File: src/rtl/alu_sched_pkg.sv
// Shared definitions for the ALU scheduler: ALU op codes, FSM state encoding,
// default parameters and the op-to-ALU-control mapping.
package alu_sched_pkg;

  localparam int unsigned WIDTH_DEF      = 32;
  localparam int unsigned MUL_CYCLES_DEF = 2;

  localparam logic [2:0] OP_AND  = 3'b000;
  localparam logic [2:0] OP_XOR  = 3'b001;
  localparam logic [2:0] OP_SLL  = 3'b010;
  localparam logic [2:0] OP_ADD  = 3'b011;
  localparam logic [2:0] OP_SUB  = 3'b100;
  localparam logic [2:0] OP_MUL  = 3'b101;
  localparam logic [2:0] OP_SRAI = 3'b110;
  localparam logic [2:0] OP_ILL  = 3'b111;

  typedef enum logic [1:0] {
    ST_IDLE = 2'd0,
    ST_EXEC = 2'd1,
    ST_MULW = 2'd2,
    ST_RESP = 2'd3
  } state_t;

  // Illegal ops still drive a harmless control code onto the ALU.
  function automatic logic [2:0] alu_ctrl_for(input logic [2:0] op);
    return (op == OP_ILL) ? OP_ADD : op;
  endfunction

endpackage

File: src/rtl/rr_arbiter2.sv
// Two-way request arbiter with its last_grant history register.
// Ports: clk, rst_n (sync, active-low), en (arbitration window), valid0/valid1
// (requests), grant0/grant1 (one-hot grant, combinational).
// Build option: ALU_SCHED_FIXED_PRIO_EN makes requester 0 always win a tie.
module rr_arbiter2 (
  input  logic clk,
  input  logic rst_n,
  input  logic en,
  input  logic valid0,
  input  logic valid1,
  output logic grant0,
  output logic grant1
);

`ifdef ALU_SCHED_FIXED_PRIO_EN

  // Requester 0 has absolute priority; no history is kept.
  assign grant0 = en & valid0;
  assign grant1 = en & valid1 & ~valid0;

`else

  logic last_grant;

  // On a tie the requester that did not win last time gets the grant.
  always_comb begin
    grant0 = 1'b0;
    grant1 = 1'b0;
    if (en) begin
      if (valid0 && valid1) begin
        grant0 = last_grant;
        grant1 = ~last_grant;
      end else begin
        grant0 = valid0;
        grant1 = valid1;
      end
    end
  end

  // History moves only when a grant is actually taken.
  always_ff @(posedge clk) begin
    if (!rst_n) begin
      last_grant <= 1'b1;
    end else if (grant0) begin
      last_grant <= 1'b0;
    end else if (grant1) begin
      last_grant <= 1'b1;
    end
  end

`endif

endmodule

File: src/rtl/alu_scheduler.sv
// Shares one combinational ALU between the EX stage (req0) and an auxiliary
// unit (req1). Arbitrates, registers operands onto the ALU, holds MUL for
// MUL_CYCLES cycles and returns a tagged result over a valid/ready channel.
// Ports: clk_i, rst_i (sync, active-low); reqN_valid_i/ready_o/op_i/data1_i/
// data2_i (N=0,1); resp_valid_o/ready_i/id_o/data_o/err_o; alu_data1_o,
// alu_data2_o, alu_ctrl_o to the ALU, alu_data_i from it; busy_o.
// Build option: ALU_SCHED_FIXED_PRIO_EN (handled in rr_arbiter2).
module alu_scheduler
  import alu_sched_pkg::*;
#(
  parameter int unsigned WIDTH      = WIDTH_DEF,
  parameter int unsigned MUL_CYCLES = MUL_CYCLES_DEF
) (
  input  logic             clk_i,
  input  logic             rst_i,
  input  logic             req0_valid_i,
  output logic             req0_ready_o,
  input  logic [2:0]       req0_op_i,
  input  logic [WIDTH-1:0] req0_data1_i,
  input  logic [WIDTH-1:0] req0_data2_i,
  input  logic             req1_valid_i,
  output logic             req1_ready_o,
  input  logic [2:0]       req1_op_i,
  input  logic [WIDTH-1:0] req1_data1_i,
  input  logic [WIDTH-1:0] req1_data2_i,
  output logic             resp_valid_o,
  input  logic             resp_ready_i,
  output logic             resp_id_o,
  output logic [WIDTH-1:0] resp_data_o,
  output logic             resp_err_o,
  output logic [WIDTH-1:0] alu_data1_o,
  output logic [WIDTH-1:0] alu_data2_o,
  output logic [2:0]       alu_ctrl_o,
  input  logic [WIDTH-1:0] alu_data_i,
  output logic             busy_o
);

  // Counter only needs to hold MUL_CYCLES-2.
  localparam int unsigned CNT_W     = (MUL_CYCLES > 2) ? $clog2(MUL_CYCLES - 1) : 1;
  localparam bit          MUL_MULTI = (MUL_CYCLES > 1);

  state_t           state;
  state_t           next_state;
  logic [CNT_W-1:0] cnt;
  logic             mul_q;
  logic             err_q;
  logic             grant0;
  logic             grant1;
  logic             arb_en;
  logic             load;
  logic             capture;
  logic             release_resp;
  logic             mul_wait;
  logic [2:0]       op_sel;

  // Grants are only offered in IDLE and never while reset is asserted.
  assign arb_en   = (state == ST_IDLE) && rst_i;
  assign mul_wait = mul_q && MUL_MULTI;
  assign op_sel   = grant1 ? req1_op_i : req0_op_i;

  rr_arbiter2 u_arb (
    .clk    (clk_i),
    .rst_n  (rst_i),
    .en     (arb_en),
    .valid0 (req0_valid_i),
    .valid1 (req1_valid_i),
    .grant0 (grant0),
    .grant1 (grant1)
  );

  // State register.
  always_ff @(posedge clk_i) begin
    if (!rst_i) begin
      state <= ST_IDLE;
    end else begin
      state <= next_state;
    end
  end

  // Next-state logic.
  always_comb begin
    next_state = state;
    unique case (state)
      ST_IDLE: if (grant0 || grant1) next_state = ST_EXEC;
      ST_EXEC: next_state = mul_wait ? ST_MULW : ST_RESP;
      ST_MULW: if (cnt == '0) next_state = ST_RESP;
      ST_RESP: if (resp_ready_i) next_state = ST_IDLE;
      default: next_state = ST_IDLE;
    endcase
  end

  // Handshake outputs and datapath strobes.
  always_comb begin
    req0_ready_o = 1'b0;
    req1_ready_o = 1'b0;
    load         = 1'b0;
    capture      = 1'b0;
    release_resp = 1'b0;
    unique case (state)
      ST_IDLE: begin
        req0_ready_o = grant0;
        req1_ready_o = grant1;
        load         = grant0 | grant1;
      end
      ST_EXEC: capture      = ~mul_wait;
      ST_MULW: capture      = (cnt == '0);
      ST_RESP: release_resp = resp_ready_i;
      default: ;
    endcase
  end

  // Operand, counter and response registers.
  always_ff @(posedge clk_i) begin
    if (!rst_i) begin
      alu_data1_o  <= '0;
      alu_data2_o  <= '0;
      alu_ctrl_o   <= '0;
      mul_q        <= 1'b0;
      err_q        <= 1'b0;
      cnt          <= '0;
      resp_id_o    <= 1'b0;
      resp_data_o  <= '0;
      resp_err_o   <= 1'b0;
      resp_valid_o <= 1'b0;
      busy_o       <= 1'b0;
    end else begin
      if (load) begin
        alu_data1_o <= grant1 ? req1_data1_i : req0_data1_i;
        alu_data2_o <= grant1 ? req1_data2_i : req0_data2_i;
        alu_ctrl_o  <= alu_ctrl_for(op_sel);
        mul_q       <= (op_sel == OP_MUL);
        err_q       <= (op_sel == OP_ILL);
        resp_id_o   <= grant1;
      end

      // Load remaining MUL hold cycles on leaving EXEC, then count down.
      if (state == ST_EXEC && mul_wait) begin
        cnt <= CNT_W'(MUL_CYCLES - 2);
      end else if (state == ST_MULW && cnt != '0) begin
        cnt <= cnt - CNT_W'(1);
      end

      if (capture) begin
        resp_data_o <= err_q ? '0 : alu_data_i;
        resp_err_o  <= err_q;
      end else if (release_resp) begin
        resp_data_o <= '0;
        resp_err_o  <= 1'b0;
      end

      resp_valid_o <= (next_state == ST_RESP);
      busy_o       <= (next_state != ST_IDLE);
    end
  end

endmodule

File: config.mk
export PLATFORM = sky130hd
export DESIGN_NAME = alu_scheduler
export DESIGN_NICKNAME = d
export VERILOG_FILES = /design/src/rtl/alu_sched_pkg.sv /design/src/rtl/rr_arbiter2.sv /design/src/rtl/alu_scheduler.sv
export SDC_FILE = /design/constraint.sdc
export NUM_CORES = 1
export LEC_CHECK = 0
export CORE_MARGIN = 1
export CORE_UTILIZATION = 34
export CTS_CLUSTER_DIAMETER = 120
export DETAILED_ROUTE_END_ITERATION = 10
export PLACE_DENSITY = 0.88
export SYNTH_ARGS = -nofsm -noshare
export SYNTH_HDL_FRONTEND = slang
export SYNTH_HIERARCHICAL = 1
export SYNTH_SLANG_ARGS = --single-unit
File: constraint.sdc
create_clock -name clk_i -period 2.04 [get_ports clk_i]
set_input_delay 0.306 -clock clk_i [delete_from_list [all_inputs] [get_ports clk_i]]
set_output_delay 0.306 -clock clk_i [all_outputs]
set_load 0.01 [all_outputs]
# Word level (Yosys, flattened, before mapping)
# Cells that the tools add are included.
[word_totals] word_cells=60 output_inout_bits=105 ff_bits=109 in_bits=171
[classes] mux=25 eq_ne=6 bitwise=5 add_sub_neg=1 reduce_logical=10
[op_table] cell="$mux 32" n=5
[op_table] cell="$mux 1" n=13
[op_table] cell="$pmux 2 s4" n=1
[op_table] cell="$eq 2x2->1 const B" n=3
[op_table] cell="$eq 3x3->1 const B" n=2
[op_table] cell="$mux 2" n=3
[op_table] cell="$mux 3" n=2
[op_table] cell="$reduce_bool 2->1" n=3
[op_table] cell="$logic_and 1x1->1" n=4
[op_table] cell="$not 1->1" n=4
[op_table] cell="$eq 2x1->1 const B" n=1
[op_table] cell="$logic_not 2->1" n=1
[op_table] cell="$pmux 1 s2" n=1
[op_table] cell="$reduce_or 2->1" n=1
[op_table] cell="$logic_or 1x1->1" n=1
[op_table] cell="$or 1x1->1" n=1
[op_table] cell="$sub 1x1->1 const B" n=1

# Logic depth before layout (Yosys ltp)
# Gate-level depths: netlist of run 1.
[depth] word_depth=7 mapped_depth=11 depth_no_buf=9

# By module
# The synthesis of run 1 kept the hierarchy.
[by_module_without_submodules] mod="alu_scheduler" area_per_inst_um2=4435.5 cells_each=431 instances=1
[by_module_without_submodules] mod="rr_arbiter2" area_per_inst_um2=56.3 cells_each=8 instances=1

# Worst setup path after synthesis of run 1
# Ideal clock, no wire load.
[synth_timing] path_type="register to output" from="register state[0]" to="output port req1_ready_o" required_ns=1.734 arrival_ns=1.699 stages_incl_launch_ff=9 setup_slack_ns=0.035 cell_sequence="dfxtp_1 inv_1 ha_1 and2_1 nand2_1 a21oi_1 buf_2 buf_4 and2_1"
[synth_via] elab_chain_len=4
[synth_rtl] element="start, declared" line_no="alu_scheduler.sv:42" text="state_t state;"
[synth_rtl] element="start signal, assigned" line_no="alu_scheduler.sv:76" text="state <= next_state;"
[synth_rtl] element="$logic_not 2->1" line_no="alu_scheduler.sv:57" text="assign arb_en = (state == ST_IDLE) && rst_i;"
[synth_rtl] element="$logic_and 1x1->1" line_no="alu_scheduler.sv:57"
[synth_rtl] element="net arb_en" line_no="alu_scheduler.sv:49" text="logic arb_en;"
[synth_rtl] element="$mux 1" line_no="rr_arbiter2.sv:29" text="if (en) begin"
[synth_rtl] element="net grant1" line_no="alu_scheduler.sv:48" text="logic grant1;"
[synth_rtl] element="$mux 1" line_no="alu_scheduler.sv:99" text="unique case (state)"
[synth_rtl] element="end, declared" line_no="alu_scheduler.sv:22" text="output logic req1_ready_o,"
# The timed path passes the listed nets, and every way through them passes these cells.

# Worst setup path in the final report of run 1
[layout_timing] from="register state[1]" to="output port req1_ready_o"
# The elaborated chain is that of the path after synthesis.

==> results.py, run 1 <==
metrics = {
    "setup_path": {
        "type_of_origin_of_the_critical_path": "flip-flop",
        "timing.critical_path.buf_inv": 2,
        "timing.critical_path.cells": "inv_1 -> ha_2 -> and2_4 -> nand2_2 -> a21oi_4 -> and2_4 -> clkdlybuf4s15_2",
        "worst_path_largest_cell_delay_ns": 0.31,
        "critical_path_required_ns": 1.73,
        "critical_path.slowest_cell": "sky130_fd_sc_hd__dfxtp_1",
        "timing.critical_path.fanout_max": 3,
        "critical_path.top_delay_family": "simple AND/OR/NAND/NOR gates",
        "cp-end-kind": "output pin",
        "cpMostUsedCell": "sky130_fd_sc_hd__and2_4",
        "arrival_worst_endpoint_ns": 1.71,
        "critical_path_class": "flip-flop to output pin",
    },
    "global_route": {
        "grt_start_max_net_pins": 60,
        "globalRoute.totalOverflow": 0,
        "number_of_global_route_vias_before_repair": 4429,
        "grt_first_pass_wirelength_um": 20850,
        "grt_antenna_before_repair": 0,
        "grtUsageTotal_pct": 19.86,
    },
    "clocking": {
        "path_clk_slew_ns": 0.07,
        "ctsRootBufferMaster": "sky130_fd_sc_hd__clkbuf_16",
        "clock_latency_ns": 0.35,
        "clk_path_buf_depth": 2,
        "cts_buffers": 9,
        "clock-sinks": 109,
        "tritoncts": "yes",
        "cts.htree.levels": 3,
        "ctsHoldBuffers": 0,
    },
    "placement": {
        "pre_cts_ws_ns": -0.2122,
        "place.port_buffers": 275,
        "dp.final_hpwl_um": 10720,
        "gp_congestion": 0.8258,
        "place_area_mm2": 0.007507,
    },
    "synth": {
        "mappedNetlistArea_mm2": 0.004492,
        "netlist_top_cells_area": "sky130_fd_sc_hd__dfxtp_1 (49%), sky130_fd_sc_hd__mux2i_1 (14%), sky130_fd_sc_hd__a211oi_1 (11%)",
        "synthCells": 439,
        "synth-async-reset-ratio_pct": 0,
        "yosysTopAreaCellShare_pct": 48.58,
        "netlist-cell-type-count": 38,
        "post-synth-top-count-cell": "sky130_fd_sc_hd__dfxtp_1",
        "synth.net_count": 616,
        "synth-main-ff-cell": "sky130_fd_sc_hd__dfxtp_1",
        "post_synthesis_mean_instance_area_um2": 10.23,
        "synth_seq_area_share_pct": 48.58,
        "yosysWarnings": 6,
        "ys_seq_elements": 109,
        "post-synth-top-area-cell": "sky130_fd_sc_hd__dfxtp_1",
        "synth_commonest_cells": "sky130_fd_sc_hd__dfxtp_1 (109), sky130_fd_sc_hd__nor2_1 (70), sky130_fd_sc_hd__a211oi_1 (66)",
        "synth_enable_flop_cells": 0,
    },
    "drt": {
        "number_of_drc_violations_after_detailed_routing_iteration_0": 136,
        "route.detailed.drc": 0,
        "vias": 4523,
        "drt-vias-per-instance": 5.071,
        "firstDrtPassIters": 4,
        "wirelength_um": 14900,
        "post_route_ant_nets": 0,
        "routed_wire_length_per_instance_um": 16.70,
    },
    "flow_run": {
        "max_cap_violations": 0,
    },
    "timing": {
        "fin_setup_tns_ns": 0,
        "fin_crit_sh_pct": 98.98,
        "maxClockFrequency_mhz": 495.2,
        "setup_slack_ns": 0.02081,
        "final-max-slew-violation-count": 0,
        "grt_setup_unrepaired": "true",
        "final-setup-viol-count": 0,
        "clock-skew-final_ns": 0.008492,
        "timing_worst_slew_pin_value_ns": 0.6804,
        "final_period_minus_worst_setup_slack_ns": 2.019,
        "max_slew_margin_pct": 54.49,
        "holdWs_ns": 0.4562,
        "hold_viol": 0,
    },
    "power_and_ir_drop": {
        "post-layout-total-power_mw": 8.685,
        "p_leak_nw": 2.863,
        "pwr_density_cell_mw_per_mm2": 1078,
        "power.ir.vdd_worst_mv": 0.5622,
    },
    "floorplan": {
        "initial_core_util_pct": 35.17,
        "die_w_um": 116.9,
        "design.die.area_mm2": 0.01368,
        "die_height_um": 116.9,
        "io_pins": 276,
        "floorplan.core_area_mm2": 0.01277,
        "placement_rows": 41,
    },
    "run_status": {
        "run_status": "complete, no violations",
    },
    "final_layout": {
        "drive_above_1_share_pct": 10.83,
        "filler_cell_count": 996,
        "nets": 892,
        "flow.area_growth_from_synthesis_pct": 79.39,
        "seqCellArea_mm2": 0.002182,
        "layout.cell_area.non_filler_mm2": 0.008058,
        "num_antenna_cells": 0,
        "multiInputGateArea_mm2": 0.002232,
    },
    "worst_hold_path": {
        "hold_class": "flip-flop to flip-flop",
    },
}
-- layout by cell type (no fill, tap or decap), types with 3 or more instances in the layout --
cell type,Yosys,layout
sky130_fd_sc_hd__a211oi_1,66,51
sky130_fd_sc_hd__a21oi_1,6,4
sky130_fd_sc_hd__and2_1,5,3
sky130_fd_sc_hd__nor2b_1,3,3
sky130_fd_sc_hd__dfxtp_1,109,109
sky130_fd_sc_hd__buf_4,9,15
sky130_fd_sc_hd__mux2i_2,0,3
sky130_fd_sc_hd__mux2i_1,65,61
sky130_fd_sc_hd__ha_1,6,5
sky130_fd_sc_hd__nand2_1,8,7
sky130_fd_sc_hd__clkbuf_16,0,11
sky130_fd_sc_hd__inv_1,6,5
sky130_fd_sc_hd__clkdlybuf4s50_1,0,273
sky130_fd_sc_hd__buf_12,0,5
sky130_fd_sc_hd__a22o_1,32,32
sky130_fd_sc_hd__a211oi_2,0,15
sky130_fd_sc_hd__nor2_1,70,70
sky130_fd_sc_hd__clkbuf_8,0,3
-- cell type report --
type	count	share of cell area (%)
Clock buffer	13	3.354
Clock inverter	3	0.5280
Tap cell	172	2.671
Inverter	7	0.3261
Timing Repair Buffer	301	38.34
Multi-Input combinational cell	287	27.70
Sequential cell	109	27.08
-- state kept, by name, summed over array words and instances, names as in the netlist --
register / count
mul_q: 1
cnt: 1
u_arb/last_grant: 1
busy_o: 1
alu_data2_o: 32
resp_id_o: 1
alu_ctrl_o: 3
resp_err_o: 1
state: 2
resp_valid_o: 1
err_q: 1
resp_data_o: 32
alu_data1_o: 32
-- through the flow --
stage | util [%] | std cells
final | 63.08 | 892
after global routing | 63.08 | 892
after CTS | 61.42 | 888
after detailed placement | 58.77 | 871
after global placement | 58.77 | 871
after floorplan | - | 439
-- path summary, 6_finish.rpt --
check,endpoint,start,cells after the start,slack [ns]
worst max-delay path,req1_ready_o,state[1]$_SDFF_PN0_,7,0.02
worst min-delay path,alu_ctrl_o[2]$_SDFFE_PN0P_,alu_ctrl_o[2]$_SDFFE_PN0P_,2,0.46
worst max register to register,alu_data2_o[20]$_SDFFE_PN0P_,state[1]$_SDFF_PN0_,9,0.06
worst min register to register,alu_ctrl_o[2]$_SDFFE_PN0P_,alu_ctrl_o[2]$_SDFFE_PN0P_,2,0.46
-- what timing repair did --
action / CTS / global route
gates resized for setup: 8 / 31
buffers inserted: 0 / 2
pin swaps: 1 / 2
cloned: 1 / 2
endpoints found under the hold margin: 0 / 0
endpoints found under the setup margin: 39 / 70
-- cells by family (layout without fill, tap and decap cells) --
family                   Yosys count  after routing  synth area share, %
flip-flops                       109            109                48.58
multiplexers                      66             66                14.74
AO/OA/AOI/OAI                    119            119                20.53
adder cells (fa/ha/maj)            6              6                1.671
AND/OR/NAND/NOR                   95             96                9.053
buffers and inverters             44            324                5.431
-- where the power goes --
group / leakage (nW) / internal, mW / switching [mW]
clock network: 0.152 / 1.05 / 0.762
registers: 0.892 / 2.67 / 0.291
logic: 1.82 / 2.14 / 1.77
total: 2.86 / 5.86 / 2.83
-- tightest hold or removal path, cell delays in order (launching register included) --
cell	delay (ns)
sky130_fd_sc_hd__dfxtp_1	0.31
sky130_fd_sc_hd__nand2_1	0.05
sky130_fd_sc_hd__a21oi_1	0.05
-- layer usage --
metal  global-route usage (%)  up-vias  wire length (µm)
met1                    20.01     2130              5583
met5                        0        -                 0
met4                    9.367        0               340
met2                    37.44      196              7770
met3                    5.819       28              1200
li1                         -     2169                 -
No activity file was read; power rests on OpenSTA's default activity.
==> inputs of run 2 (changes only) <==
--- a/config.mk
+++ b/config.mk
@@ -10,6 +10,7 @@
 export CTS_CLUSTER_DIAMETER = 120
 export DETAILED_ROUTE_END_ITERATION = 10
 export PLACE_DENSITY = 0.88
+export RECOVER_POWER = 25
 export SYNTH_ARGS = -nofsm -noshare
 export SYNTH_HDL_FRONTEND = slang
 export SYNTH_HIERARCHICAL = 1
==> results.py, run 2 (synthesis gave the netlist of run 1 again) <==
metrics = {
    "run_status": {
        "run_status": "complete, no violations",
    },
    "placement": {
        "gp_congestion": 0.8258,
        "dp.final_hpwl_um": 10720,
        "place.port_buffers": 275,
    },
    "clocking": {
        "cts.htree.levels": 3,
        "clk_path_buf_depth": 2,
        "cts_buffers": 9,
        "tritoncts": "yes",
        "ctsHoldBuffers": 0,
        "path_clk_slew_ns": 0.07,
        "clock_latency_ns": 0.35,
        "clock-sinks": 109,
        "ctsRootBufferMaster": "sky130_fd_sc_hd__clkbuf_16",
    },
    "final_layout": {
        "filler_cell_count": 996,
        "reg.largest.list": "alu_data1_o x32, alu_data2_o x32, resp_data_o x32",
        "seqCellArea_mm2": 0.002182,
        "final_cell_mix": "sky130_fd_sc_hd__clkdlybuf4s50_1 (225), sky130_fd_sc_hd__dfxtp_1 (109), sky130_fd_sc_hd__nor2_1 (70)",
        "nets": 892,
        "final_common_cell": "sky130_fd_sc_hd__clkdlybuf4s50_1",
        "flow.area_growth_from_synthesis_pct": 79.39,
        "multiInputGateArea_mm2": 0.002232,
        "drive_above_1_share_pct": 10.83,
        "num_antenna_cells": 0,
        "finalCoreUtilization_pct": 63.08,
    },
    "setup_path": {
        "critical_path_required_ns": 1.73,
        "critical_path_class": "flip-flop to output pin",
        "type_of_origin_of_the_critical_path": "flip-flop",
        "timing.critical_path.cells": "inv_1 -> ha_2 -> and2_4 -> nand2_2 -> a21oi_4 -> and2_4 -> clkdlybuf4s15_2",
        "cp-end-kind": "output pin",
        "cpMostUsedCell": "sky130_fd_sc_hd__and2_4",
        "critical_path.top_delay_family": "simple AND/OR/NAND/NOR gates",
        "timing.critical_path.fanout_max": 3,
        "timing.critical_path.buf_inv": 2,
        "arrival_worst_endpoint_ns": 1.71,
        "critical_path.slowest_cell": "sky130_fd_sc_hd__dfxtp_1",
        "worst_path_largest_cell_delay_ns": 0.31,
    },
    "drt": {
        "vias": 4506,
        "firstDrtPassIters": 4,
        "route.detailed.drc": 0,
        "number_of_drc_violations_after_detailed_routing_iteration_0": 131,
        "routed_wire_length_per_instance_um": 16.66,
        "post_route_ant_nets": 0,
        "wirelength_um": 14860,
        "drt-vias-per-instance": 5.052,
    },
    "timing": {
        "clock-skew-final_ns": 0.008954,
        "grt_setup_unrepaired": "true",
        "final_period_minus_worst_setup_slack_ns": 2.019,
        "final-max-slew-violation-count": 0,
        "timing_worst_slew_pin_value_ns": 0.6581,
        "final-setup-viol-count": 0,
        "fin_crit_sh_pct": 98.98,
        "hold_viol": 0,
        "max_slew_margin_pct": 55.99,
        "maxClockFrequency_mhz": 495.2,
    },
    "power_and_ir_drop": {
        "post-layout-total-power_mw": 8.595,
        "power.ir.vdd_worst_mv": 0.5513,
        "p_leak_nw": 3.008,
        "pwr_density_cell_mw_per_mm2": 1067,
    },
    "floorplan": {
        "die_w_um": 116.9,
        "initial_core_util_pct": 35.17,
        "io_pins": 276,
        "placement_rows": 41,
        "design.die.area_mm2": 0.01368,
        "die_height_um": 116.9,
        "floorplan.core_area_mm2": 0.01277,
    },
    "global_route": {
        "met1_track_demand_over_resource_pct": 20.01,
        "grt_start_max_net_pins": 60,
        "globalRoute.totalOverflow": 0,
        "grtUsageTotal_pct": 19.86,
        "grt_use_met2_pct": 37.44,
        "number_of_global_route_vias_before_repair": 4429,
        "grt_antenna_before_repair": 0,
        "grt-busiest-layer": "met2",
        "met3_usage_pct": 5.819,
        "grt_first_pass_wirelength_um": 20850,
    },
    "worst_hold_path": {
        "hold_class": "flip-flop to flip-flop",
    },
    "flow_run": {
        "max_cap_violations": 0,
    },
}
-- run 2: repair_timing --
| item | 4_1_cts | 5_1_grt |
|---|---|---|
| pin swaps | 1 | 2 |
| resized for setup | 8 | 31 |
| setup buffers | 0 | 2 |
| cloned | 1 | 2 |
| endpoints found under the setup margin | 39 | 70 |
-- run 2: layer usage --
metal  vias up  share of wire [%]
li1       2169                  -
met1      2117                 38
met2       194                 52
met3        26                8.0
met4         0                2.3
met5         -                  0
-- run 2: final timing paths --
path,cells after the start,endpoint,slack [ns],start
min reg2reg,2,alu_ctrl_o[2]$_SDFFE_PN0P_,0.45,alu_ctrl_o[2]$_SDFFE_PN0P_
max,7,req1_ready_o,0.02,state[1]$_SDFF_PN0_
min,2,alu_ctrl_o[2]$_SDFFE_PN0P_,0.45,alu_ctrl_o[2]$_SDFFE_PN0P_
max reg2reg,9,alu_data2_o[20]$_SDFFE_PN0P_,0.06,state[1]$_SDFF_PN0_
-- run 2: tightest hold or removal path: cells and delay by family (launching register included) --
family          cells  cell delay [ns]
compound gates      1             0.05
simple gates        1             0.05
flops               1             0.31
-- run 2: per-stage QoR --
| step | TNS [ns] | hold WS (ns) | instance area, µm² | setup slack [ns] | cells |
|---|---|---|---|---|---|
| CTS | 0 | 0.4600 | 7845 | 0.0007603 | 888 |
| finish | 0 | 0.4526 | 8058 | 0.02081 | 892 |
| global route | -0.1662 | 0.4816 | 8058 | -0.03548 | 892 |
| floorplan | 0 | 0.4125 | 4492 | 0.03476 | 439 |
| detailed placement | -15.87 | 0.4525 | 7507 | -0.2122 | 871 |
| global placement | -7.718 | 0.4501 | 7507 | -0.1424 | 871 |
-- run 2: layout make-up --
| type | instances | area share (%) |
|---|---|---|
| inverter | 7 | 0.3261 |
| tap | 172 | 2.671 |
| timing repair buffer | 301 | 38.34 |
| clock buffer | 13 | 3.354 |
| sequential | 109 | 27.08 |
| clock inverter | 3 | 0.5280 |
| multi-input combinational | 287 | 27.70 |
-- run 2: power by group --
| part | total (mW) | internal, mW | leakage (nW) | switching (mW) |
|---|---|---|---|---|
| combinational | 3.83 | 2.06 | 1.96 | 1.77 |
| clock | 1.82 | 1.05 | 0.152 | 0.763 |
| sequential | 2.95 | 2.67 | 0.892 | 0.281 |
| total | 8.59 | 5.78 | 3.01 | 2.82 |
